File: config.mk
export PLATFORM = sky130hd
export DESIGN_NAME = mem_port_arbiter_flat
export DESIGN_NICKNAME = d
export VERILOG_FILES = /design/src/rtl/mem_port_arbiter_if.sv /design/src/rtl/mem_port_arbiter.sv /design/src/flat_wrapper.sv
export SDC_FILE = /design/constraint.sdc
export NUM_CORES = 1
export LEC_CHECK = 0
export ABC_AREA = 1
export CAP_MARGIN = 20
export CORE_MARGIN = 2
export CORE_UTILIZATION = 33
export CTS_CLUSTER_DIAMETER = 80
export CTS_CLUSTER_SIZE = 25
export DETAILED_ROUTE_END_ITERATION = 12
export PLACE_DENSITY = 0.74
export RECOVER_POWER = 25
export REMOVE_ABC_BUFFERS = 1
export SLEW_MARGIN = 5
export SYNTH_ARGS = -nofsm -noshare
export SYNTH_HDL_FRONTEND = slang
export SYNTH_SLANG_ARGS = --single-unit
File: constraint.sdc
create_clock -name clk -period 1.5 [get_ports clk]
set_input_delay 0.15 -clock clk [delete_from_list [all_inputs] [get_ports clk]]
set_output_delay 0.15 -clock clk [all_outputs]
set_load 0.02 [all_outputs]
File: src/rtl/mem_port_arbiter_if.sv
// Request/response bundle between the IF/MEM stage ports, the arbiter and the
// unified memory macro. The arbiter takes the slave view; the pipeline/memory side takes master.
interface mem_port_arbiter_if #(
    parameter int ADDR_W = 32,
    parameter int DATA_W = 32
);
    logic              if_req;
    logic [ADDR_W-1:0] if_addr;
    logic              if_gnt;
    logic              if_rvalid;
    logic [DATA_W-1:0] if_rdata;

    logic              dm_req;
    logic              dm_we;
    logic [ADDR_W-1:0] dm_addr;
    logic [DATA_W-1:0] dm_wdata;
    logic              dm_gnt;
    logic              dm_rvalid;
    logic [DATA_W-1:0] dm_rdata;

    logic              mem_req;
    logic              mem_we;
    logic [ADDR_W-1:0] mem_addr;
    logic [DATA_W-1:0] mem_wdata;
    logic [DATA_W-1:0] mem_rdata;

    logic              busy;

    modport slave (
        input  if_req, if_addr, dm_req, dm_we, dm_addr, dm_wdata, mem_rdata,
        output if_gnt, if_rvalid, if_rdata, dm_gnt, dm_rvalid, dm_rdata,
        output mem_req, mem_we, mem_addr, mem_wdata, busy
    );

    modport master (
        output if_req, if_addr, dm_req, dm_we, dm_addr, dm_wdata, mem_rdata,
        input  if_gnt, if_rvalid, if_rdata, dm_gnt, dm_rvalid, dm_rdata,
        input  mem_req, mem_we, mem_addr, mem_wdata, busy
    );
endinterface

File: src/rtl/mem_port_arbiter.sv
// Shares one fixed-latency single-ported memory between fetch and data ports.
// Data has priority; a bounded data-run counter forces a fetch grant so fetch never starves.
module mem_port_arbiter #(
    parameter int ADDR_W     = 32,
    parameter int DATA_W     = 32,
    parameter int MEM_LAT    = 2,
    parameter int MAX_DM_RUN = 4
) (
    input  logic             clk,
    input  logic             reset,
    mem_port_arbiter_if.slave bus
);
    localparam int RUN_W = $clog2(MAX_DM_RUN + 1);
    localparam logic [RUN_W-1:0] RUN_MAX = RUN_W'(MAX_DM_RUN);

    typedef enum logic [1:0] {IDLE, ISSUE, WAIT, RESP} arbStateT;

    arbStateT          state;
    arbStateT          nextState;
    logic              ownerDm;
    logic              weReg;
    logic [ADDR_W-1:0] addrReg;
    logic [DATA_W-1:0] wdataReg;
    logic [3:0]        cnt;
    logic [RUN_W-1:0]  dmRun;

    logic forceFetch;
    logic pickDm;
    logic pickIf;

    function automatic logic [RUN_W-1:0] satInc(input logic [RUN_W-1:0] v);
        return (v == RUN_MAX) ? v : v + 1'b1;
    endfunction

    assign forceFetch = bus.if_req && bus.dm_req && (dmRun == RUN_MAX);
    assign pickDm     = bus.dm_req && !forceFetch;
    assign pickIf     = bus.if_req && !pickDm;

    always_ff @(posedge clk) begin
        if (reset) begin
            state <= IDLE;
        end else begin
            state <= nextState;
        end
    end

    always_comb begin
        nextState = state;
        unique case (state)
            IDLE:    if (pickDm || pickIf) nextState = ISSUE;
            ISSUE:   nextState = (MEM_LAT == 1) ? RESP : WAIT;
            WAIT:    if (cnt == 4'd1) nextState = RESP;
            RESP:    nextState = IDLE;
            default: nextState = IDLE;
        endcase
    end

    // Transaction latch, latency counter and data-run bookkeeping
    always_ff @(posedge clk) begin
        if (reset) begin
            ownerDm  <= 1'b0;
            weReg    <= 1'b0;
            addrReg  <= '0;
            wdataReg <= '0;
            cnt      <= '0;
            dmRun    <= '0;
        end else begin
            unique case (state)
                IDLE: begin
                    if (pickDm) begin
                        ownerDm  <= 1'b1;
                        weReg    <= bus.dm_we;
                        addrReg  <= bus.dm_addr;
                        wdataReg <= bus.dm_wdata;
                    end else if (pickIf) begin
                        ownerDm  <= 1'b0;
                        weReg    <= 1'b0;
                        addrReg  <= bus.if_addr;
                        wdataReg <= '0;
                    end
                end
                ISSUE: begin
                    cnt <= 4'(MEM_LAT - 1);
                    if (ownerDm && bus.if_req) begin
                        dmRun <= satInc(dmRun);
                    end else begin
                        dmRun <= '0;
                    end
                end
                WAIT:    cnt <= cnt - 4'd1;
                default: ;
            endcase
        end
    end

    // Outputs decode purely from state and latched transaction; no path from the request inputs
    always_comb begin
        bus.mem_req   = 1'b0;
        bus.mem_we    = 1'b0;
        bus.if_gnt    = 1'b0;
        bus.dm_gnt    = 1'b0;
        bus.if_rvalid = 1'b0;
        bus.dm_rvalid = 1'b0;
        bus.if_rdata  = '0;
        bus.dm_rdata  = '0;
        bus.mem_addr  = addrReg;
        bus.mem_wdata = wdataReg;
        bus.busy      = (state != IDLE);
        if (state == ISSUE) begin
            bus.mem_req = 1'b1;
            bus.mem_we  = weReg;
            bus.if_gnt  = !ownerDm;
            bus.dm_gnt  = ownerDm;
        end
        if (state == RESP) begin
            bus.if_rvalid = !ownerDm;
            bus.dm_rvalid = ownerDm;
            if (!ownerDm) begin
                bus.if_rdata = bus.mem_rdata;
            end else if (!weReg) begin
                bus.dm_rdata = bus.mem_rdata;
            end
        end
    end
endmodule

File: src/flat_wrapper.sv
// flat-port wrapper written by rule: the top's interface ports become plain ports
module mem_port_arbiter_flat 
#(
    parameter int ADDR_W     = 32,
    parameter int DATA_W     = 32,
    parameter int MEM_LAT    = 2,
    parameter int MAX_DM_RUN = 4
)
  (clk, reset, bus_if_req, bus_if_addr, bus_dm_req, bus_dm_we, bus_dm_addr, bus_dm_wdata, bus_mem_rdata, bus_if_gnt, bus_if_rvalid, bus_if_rdata, bus_dm_gnt, bus_dm_rvalid, bus_dm_rdata, bus_mem_req, bus_mem_we, bus_mem_addr, bus_mem_wdata, bus_busy);
  mem_port_arbiter_if #(.ADDR_W(ADDR_W), .DATA_W(DATA_W)) bus_i ();
  input  logic clk;
  input  logic reset;
  input wire logic [$bits(bus_i.if_req)-1:0] bus_if_req;
  input wire logic [$bits(bus_i.if_addr)-1:0] bus_if_addr;
  input wire logic [$bits(bus_i.dm_req)-1:0] bus_dm_req;
  input wire logic [$bits(bus_i.dm_we)-1:0] bus_dm_we;
  input wire logic [$bits(bus_i.dm_addr)-1:0] bus_dm_addr;
  input wire logic [$bits(bus_i.dm_wdata)-1:0] bus_dm_wdata;
  input wire logic [$bits(bus_i.mem_rdata)-1:0] bus_mem_rdata;
  output wire logic [$bits(bus_i.if_gnt)-1:0] bus_if_gnt;
  output wire logic [$bits(bus_i.if_rvalid)-1:0] bus_if_rvalid;
  output wire logic [$bits(bus_i.if_rdata)-1:0] bus_if_rdata;
  output wire logic [$bits(bus_i.dm_gnt)-1:0] bus_dm_gnt;
  output wire logic [$bits(bus_i.dm_rvalid)-1:0] bus_dm_rvalid;
  output wire logic [$bits(bus_i.dm_rdata)-1:0] bus_dm_rdata;
  output wire logic [$bits(bus_i.mem_req)-1:0] bus_mem_req;
  output wire logic [$bits(bus_i.mem_we)-1:0] bus_mem_we;
  output wire logic [$bits(bus_i.mem_addr)-1:0] bus_mem_addr;
  output wire logic [$bits(bus_i.mem_wdata)-1:0] bus_mem_wdata;
  output wire logic [$bits(bus_i.busy)-1:0] bus_busy;
  assign bus_i.if_req = bus_if_req;
  assign bus_i.if_addr = bus_if_addr;
  assign bus_i.dm_req = bus_dm_req;
  assign bus_i.dm_we = bus_dm_we;
  assign bus_i.dm_addr = bus_dm_addr;
  assign bus_i.dm_wdata = bus_dm_wdata;
  assign bus_i.mem_rdata = bus_mem_rdata;
  assign bus_if_gnt = bus_i.if_gnt;
  assign bus_if_rvalid = bus_i.if_rvalid;
  assign bus_if_rdata = bus_i.if_rdata;
  assign bus_dm_gnt = bus_i.dm_gnt;
  assign bus_dm_rvalid = bus_i.dm_rvalid;
  assign bus_dm_rdata = bus_i.dm_rdata;
  assign bus_mem_req = bus_i.mem_req;
  assign bus_mem_we = bus_i.mem_we;
  assign bus_mem_addr = bus_i.mem_addr;
  assign bus_mem_wdata = bus_i.mem_wdata;
  assign bus_busy = bus_i.busy;
  mem_port_arbiter #(.ADDR_W(ADDR_W), .DATA_W(DATA_W), .MEM_LAT(MEM_LAT), .MAX_DM_RUN(MAX_DM_RUN)) u_core (.clk(clk), .reset(reset), .bus(bus_i));
endmodule
Word-level counts from Yosys, hierarchy flattened:

Cells that the tools add are included.

* register bits after elaboration: 75
* output and inout bits: 135

* add/subtract/negate cells: 2
* equal/unequal tests: 8
* multiplexer cells: 24
* reductions and logical operators: 16

Operators by type and width (count)
* $mux W32: 9
* $mux W1: 9
* $pmux W2 S4: 1
* $pmux W4 S2: 1
* $mux W3: 2
* $reduce_and A2 Y1: 3
* $reduce_bool A2 Y1: 3
* $logic_and A1 B1 Y1: 5
* $eq A2 B2 Y1 const B: 2
* $eq A4 B1 Y1 const B: 1
* $mux W2: 2
* $ne A2 B1 Y1 const B: 2
* $sub A4 B1 Y4 const B: 1
* $add A3 B1 Y3 const B: 1
* $eq A3 B3 Y1 const B: 1
* $logic_not A1 Y1: 3
* $eq A2 B1 Y1 const B: 1
* $logic_not A2 Y1: 1
* $ne A2 B2 Y1 const B: 1
* $logic_or A1 B1 Y1: 1

Longest topological paths before layout:

Gate-level depths: netlist of the first run.

* word-level depth: 9
* depth in mapped cells: 9

Least setup slack after synthesis of the first run:

OpenSTA, ideal clock, no wires.

* kind: reg-to-output
* start point: register u_core.state[1]
* end point: output bus_if_rdata[10]
* arrival time: 1.530 ns
* data required time: 1.350 ns
* setup slack: -0.180 ns
* cell stages (with the launch flop): 7
* path buffers: 1
* path through: dfxtp_1 -> ha_1 -> inv_1 -> nor2_1 -> inv_1 -> clkbuf_1 -> nor2_1

* word-level cells in the longest chain between the ends: 2

Ends and longest elaborated chain
* start: declaration: RTL line mem_port_arbiter.sv:18 `arbStateT state;`
* start signal: assignment: RTL line mem_port_arbiter.sv:43 `state <= nextState;`
* $eq A2 B2 Y1: RTL line mem_port_arbiter.sv:115 `if (state == RESP) begin`
* $mux W32: RTL line mem_port_arbiter.sv:115
* end: declaration: RTL line flat_wrapper.sv:22 `output wire logic [$bits(bus_i.if_rdata)-1:0] bus_if_rdata;`

Every way passes these cells.

Final worst setup path of the first run:

* start point: register u_core.state[0]
* end point: output bus_dm_rdata[13]

* word-level cells in the longest chain between the ends: 2

Ends and longest elaborated chain
* $eq A2 B2 Y1: RTL line mem_port_arbiter.sv:115
* $mux W32: RTL line mem_port_arbiter.sv:115
* end: declaration: RTL line flat_wrapper.sv:25 `output wire logic [$bits(bus_i.dm_rdata)-1:0] bus_dm_rdata;`

Every way passes these cells.

==> run_results.csv, run 1 <==
group,metric,value,unit
outcome,status,"finished, violations left",
outcome,violations,"setup timing",
global_routing,grt_max_degree,40,
layout,area_growth,94.63,%
timing,tightestPinTransition,352.0,ps
flow_run,maxCapViolCount,0,
floorplan,std_cell_rows,40,
pwr,powerDensity,1509,nW/um^2
critical_path,end_kind,"primary output",
synth,yosys-top-cells-area,"dfxtp_1 37%, nand2_1 11%, inv_1 11%",
synth,synth_area,4010,sq um
routing,drt-initial-drc-count,213,
critical_path,crit_path_cell_trace,"ha_4 > nand2_2 > or2_4 > clkbuf_16 > nor2_1 > buf_4",
place,routabilityCongestion,0.8577,
floorplan,io_pins,268,
clock_tree,clock-root-buffer,"clkbuf_16",
clock_tree,clock_sinks,75,
clock_tree,clk_latency,330,ps
critical_path,worstSetupPathType,"flop to primary output",
pwr,ir_worst_vdd,0.8845,mV
timing,setup-tns-final,-11590,ps
timing,finalCritPeriodShare,117.8,%
critical_path,start_kind,"flop",
floorplan,die_h,114.2,um
layout,final_area,7805,sq um
routing,first_pass_iters,4,
layout,drive_gt1_share,21.69,%
routing,vias_per_cell,4.695,
floorplan,start_util,33.67,%
clock_tree,clk_pin_slew,60,ps
global_routing,grt_pass1_vias,4443,
place,pre_cts_ws,-338.4,ps
floorplan,die_area,13050,sq um
synth,synthArstFlopShare,0,%
routing,wl,16790,um
synth,yosys_warnings,0,
timing,setup_viol,64,
clock_tree,clockBufferDepth,2,
synth,yosys_most_used_dff,"dfxtp_1",
timing,grt_setup_unrepaired,"true",
timing,fmax,565.8,MHz
synth,yosysUniqueCellTypes,23,
timing,hold_violations,0,
critical_path,worstPathArrival,1620,ps
global_routing,grt_first_pass_wirelength,23490,um
synth,synth_common_cells,"119 x nand2_1, 113 x inv_1, 75 x a21oi_1, 75 x dfxtp_1, 73 x nor2_1",
place,numPortBuffers,267,
floorplan,die_w,114.2,um
synth,ys_seq_area_share,37.44,%
global_routing,antenna_found_initial,4,
layout,num-fill-cells,1012,
critical_path,critical_path.max_stage_delay,350,ps
synth,synth_top_cell_by_area,"dfxtp_1",
synth,synth_edf_count,0,
global_routing,grt-ovfl-total,0,
synth,synthCells,624,
synth,synth_seq_cells,75,
min_path,hold_class,"input port to flop",
global_routing,grt_busiest_layer,"met2",
timing,holdWs,203.3,ps
layout,fin_nets,1050,
global_routing,grtUsageMet1,24.45,%
timing,finClkSkew,9.232,ps
synth,synth_top_area_share,37.44,%
clock_tree,holdBufCountCts,0,
timing,setup_slack,-267.3,ps
timing,maxSlewViolCount,0,
routing,avgRoutedWirePerCell,15.78,um
timing,relSlewSlack,76.63,%
critical_path,critPathRequiredTime,1350,ps
pwr,p_leak,3.604,nW
routing,vias,4996,
clock_tree,h-tree-depth,3,
synth,syn_area_per_cell,6.426,sq um
critical_path,slowest_stage,"dfxtp_2",
critical_path,worstPathMaxFanout,15,
layout,final_util,65.53,%
clock_tree,cts_made_buffers,9,
place,place_area,7008,sq um
critical_path,cpLargestDelayFamily,"simple AND/OR/NAND/NOR gates",
global_routing,grtUsageTotal,23.11,%
global_routing,grt_use_met2,41.35,%
routing,antenna_left,0,
synth,yosysMostFrequentCell,"nand2_1",
global_routing,met3_usage,6.670,%
critical_path,crit_buf_inv,2,
clock_tree,cts_tree,"built",
floorplan,fp.coreArea,11910,sq um
timing,fin_crit,1767,ps
place,hpwl,11750,um
routing,drc,0,
## worst register-to-register path, delay by kind of cell, from the launching register on
kind | cells | cell delay (ps)
buffers and inverters | 6 | 660
adder cells (fa/ha/maj) | 1 | 180
flip-flops | 1 | 350
AND/OR/NAND/NOR | 2 | 130
AO/OA/AOI/OAI | 1 | 100
## worst paths after layout
path                                    startpoint                               endpoint  slack (ps)  cells past startpoint
max reg2reg           u_core.state[1]$_SDFFE_PP0P_   u_core.bus.mem_addr[23]$_SDFFE_PP0P_          40                     10
min reg2reg  u_core.bus.mem_wdata[18]$_SDFFE_PP0P_  u_core.bus.mem_wdata[18]$_SDFFE_PP0P_         460                      2
max                   u_core.state[0]$_SDFFE_PP0P_                       bus_dm_rdata[13]        -270                      6
min                                          reset  u_core.bus.mem_wdata[17]$_SDFFE_PP0P_         200                      2
## state kept, by name (all words and copies together), names as in the netlist
name,count
u_core.bus.mem_wdata,32
u_core.dmRun,3
u_core.state,2
u_core.bus.mem_addr,32
u_core.ownerDm,1
u_core.weReg,1
u_core.cnt,4
## metal layers
layer | vias to the layer above | routed length, um | share of wire (%)
li1 | 2532 | - | -
met1 | 2247 | 6324 | 38
met2 | 187 | 8753 | 52
met3 | 30 | 1092 | 6.5
met4 | 0 | 625 | 3.7
met5 | - | 0 | 0
## cell usage in the layout (no fill, tap or decap), types with 3 or more instances in the layout
master           instances
clkdlybuf4s50_1        190
nand2_1                117
inv_1                  110
dfxtp_1                 73
buf_4                   71
a21oi_1                 68
nand3_1                 67
nor2_1                  39
nand4_1                 34
buf_6                   30
nor2_4                  19
nor2_2                  15
clkbuf_16               15
buf_12                  10
a21oi_2                  7
ha_1                     5
buf_2                    5
diode_2                  4
ha_4                     3
## power breakdown
group          internal, mW  switching, mW
logic                  3.26           3.48
registers              2.52          0.281
clock network          1.35          0.884
total                  7.13           4.65
## cell families (layout without fill, tap and decap cells)
| family | count (synthesis) | count (layout) | synth area share (%) |
|---|---|---|---|
| adder cells (fa/ha/maj) | 9 | 9 | 2.808 |
| other | 0 | 4 | 0 |
| AND/OR/NAND/NOR | 300 | 300 | 32.79 |
| flip-flops | 75 | 75 | 37.44 |
| buffers and inverters | 161 | 450 | 16.69 |
| AO/OA/AOI/OAI | 79 | 79 | 10.27 |
## stage by stage
stage / total power [mW] / cells
after floorplan: 5.550 / 577
after detailed placement: 8.496 / 1030
after CTS: 11.04 / 1050
after global placement: 8.431 / 1030
final: 11.78 / 1064
after global routing: 12.54 / 1064
## area by class of cell
cell class	count	area [sq um]	share of cell area [%]
multi-input combinational	388	2101	26.92
tap	147	183.9	2.357
inverter	114	437.9	5.611
antenna	4	10.01	0.1282
sequential	75	1504	19.27
timing repair buffer	320	3258	41.74
clock inverter	6	71.32	0.9138
clock buffer	10	239.0	3.062
## timing repair
item,in CTS,in global routing
pin swaps,2,3
setup endpoints to repair,123,125
setup buffers,3,5
gates resized for setup,370,106
gates cloned,1,6
Note: power is estimated with default switching activity, not from simulation.
==> run 2: changes to the inputs <==
Settings changed: SETUP_SLACK_MARGIN set to 0.3, SKIP_CTS_REPAIR_TIMING set to 1.
==> run 2 against run 1 <==
Net effect: final cell count increased by 0.38%; via count grew 2.0%; combinational power grew 5.6%; the run still ends with setup timing left.
==> run_results.csv, run 2 (same netlist as run 1, synthesis figures left out) <==
group,metric,value,unit
critical_path,slowest_stage,"dfxtp_2",
clock_tree,clockBufferDepth,2,
critical_path,worstRegToRegCells,10,
timing,tightestPinTransition,372.3,ps
timing,setup-tns-final,-10130,ps
critical_path,reg2reg_to,"u_core.bus.mem_addr[8]$_SDFFE_PP0P_",
critical_path,ff2ff_setup_slack,-50,ps
routing,avgRoutedWirePerCell,16.34,um
clock_tree,cts_made_buffers,9,
layout,num-fill-cells,993,
clock_tree,clk_pin_slew,60,ps
min_path,hold_class,"input port to flop",
timing,grt_setup_unrepaired,"true",
floorplan,std_cell_rows,40,
global_routing,met3_usage,6.406,%
timing,maxSlewViolCount,0,
floorplan,io_pins,268,
layout,multi_input_area,2192,sq um
routing,vias_per_cell,4.773,
layout,final_area,7863,sq um
clock_tree,clock_sinks,75,
timing,holdWs,217.8,ps
clock_tree,h-tree-depth,3,
critical_path,worstPathArrival,1610,ps
critical_path,worstSetupPathType,"flop to primary output",
layout,register_area,1504,sq um
critical_path,critPathRequiredTime,1350,ps
place,hpwl,11750,um
routing,vias,5098,
timing,relSlewSlack,75.18,%
routing,drt-initial-drc-count,243,
layout,drive_gt1_share,25.08,%
place,numPortBuffers,267,
pwr,powerDensity,1549,nW/um^2
timing,finClkSkew,11.50,ps
layout,final_common_cell,"clkdlybuf4s50_1",
critical_path,startpoint,"u_core.state[0]$_SDFFE_PP0P_",
outcome,violations,"setup timing",
global_routing,grt_max_degree,40,
clock_tree,clk_latency,340,ps
timing,setup_viol,75,
layout,layout.cells.non_filler,1068,
critical_path,crit_buf_inv,2,
place,routabilityCongestion,0.8577,
layout,area_growth,96.07,%
global_routing,grt_use_met2,40.28,%
critical_path,cp.depth,6,
critical_path,worstPathMaxFanout,16,
global_routing,grt-ovfl-total,0,
pwr,ir_worst_vdd,0.8062,mV
critical_path,start_kind,"flop",
clock_tree,clock-root-buffer,"clkbuf_16",
routing,antenna_left,0,
global_routing,grt_busiest_layer,"met2",
pwr,p_leak,3.820,nW
layout,fin_nets,1054,
place,placed_cells,1030,
layout,final_cell_mix,"150 x clkdlybuf4s50_1, 113 x nand2_1, 107 x inv_1",
outcome,status,"finished, violations left",
timing,hold_violations,0,
timing,finalCritPeriodShare,117.4,%
critical_path,cp-endpoint,"bus_dm_rdata[20]",
routing,first_pass_iters,6,
floorplan,die_area,13050,sq um
routing,drc,0,
critical_path,end_kind,"primary output",
timing,fmax,567.9,MHz
global_routing,grt_first_pass_wirelength,22980,um
global_routing,grtUsageMet1,23.86,%
layout,final_util,66.01,%
floorplan,die_w,114.2,um
clock_tree,cts_tree,"built",
global_routing,antenna_found_initial,4,
place,place_area,7008,sq um
flow_run,maxCapViolCount,0,
routing,wl,17450,um
critical_path,crit_path_cell_trace,"ha_4 > nand2_2 > or2_4 > buf_12 > nor2_2 > buf_4",
floorplan,fp.coreArea,11910,sq um
timing,fin_crit,1761,ps
critical_path,timing.rr.start,"u_core.state[1]$_SDFFE_PP0P_",
critical_path,critical_path.max_stage_delay,350,ps
critical_path,cpLargestDelayFamily,"simple AND/OR/NAND/NOR gates",
floorplan,start_util,33.67,%
floorplan,die_h,114.2,um
global_routing,grtUsageTotal,22.63,%
timing,setup_slack,-261.0,ps
global_routing,grt_pass1_vias,4415,
run 2: worst min-delay path by stage:
stage,start,endpoint,slack (ps),depth (start not counted)
2_1_floorplan,reset,u_core.bus.mem_wdata[0]$_SDFFE_PP0P_,220,1
3_3_place_gp,u_core.bus.mem_wdata[18]$_SDFFE_PP0P_,u_core.bus.mem_wdata[18]$_SDFFE_PP0P_,450,2
3_5_place_dp,u_core.bus.mem_wdata[18]$_SDFFE_PP0P_,u_core.bus.mem_wdata[18]$_SDFFE_PP0P_,460,2
4_1_cts,reset,u_core.bus.mem_wdata[17]$_SDFFE_PP0P_,180,2
5_1_grt,reset,u_core.bus.mem_wdata[17]$_SDFFE_PP0P_,230,2
6_report,bus_dm_req,u_core.bus.mem_wdata[17]$_SDFFE_PP0P_,220,3
run 2: area by class of cell:
type	instances	area share, %
diodes	4	0.1273
clock buffers	10	3.039
clock inverters	6	0.9071
inverters	114	5.617
multi-input cells	388	27.88
flip-flops and latches	75	19.13
well taps	147	2.339
repair buffers	324	40.96
run 2: worst register-to-register path: cells and delay by family, from the launching register on:
family                     cells  cell delay [ps]
AOI/OAI and AO/OA              1              110
adders and majority gates      1              180
buffers and inverters          6              700
DFF                            1              350
and+or+nand+nor                2              150
run 2: layer usage:
| metal | vias to the layer above | part of all wire, % | wire length, um |
|---|---|---|---|
| li1 | 2533 | - | - |
| met1 | 2301 | 37 | 6404 |
| met5 | - | 0 | 0 |
| met3 | 46 | 7.1 | 1232 |
| met4 | 0 | 4.7 | 823 |
| met2 | 218 | 52 | 8990 |
run 2: metrics by stage:
| step | worst slack, ps | total power [mW] |
|---|---|---|
| global placement | -305.9 | 8.431 |
| CTS | -702.3 | 10.77 |
| floorplan | -982.9 | 5.550 |
| global route | -313.7 | 12.90 |
| finish | -261.0 | 12.18 |
| detailed placement | -338.4 | 8.496 |
run 2: power by group:
part / switching [mW] / leakage, nW / internal [mW]
clock network: 0.899 / 0.146 / 1.35
logic: 3.74 / 3.06 / 3.37
registers: 0.288 / 0.618 / 2.52
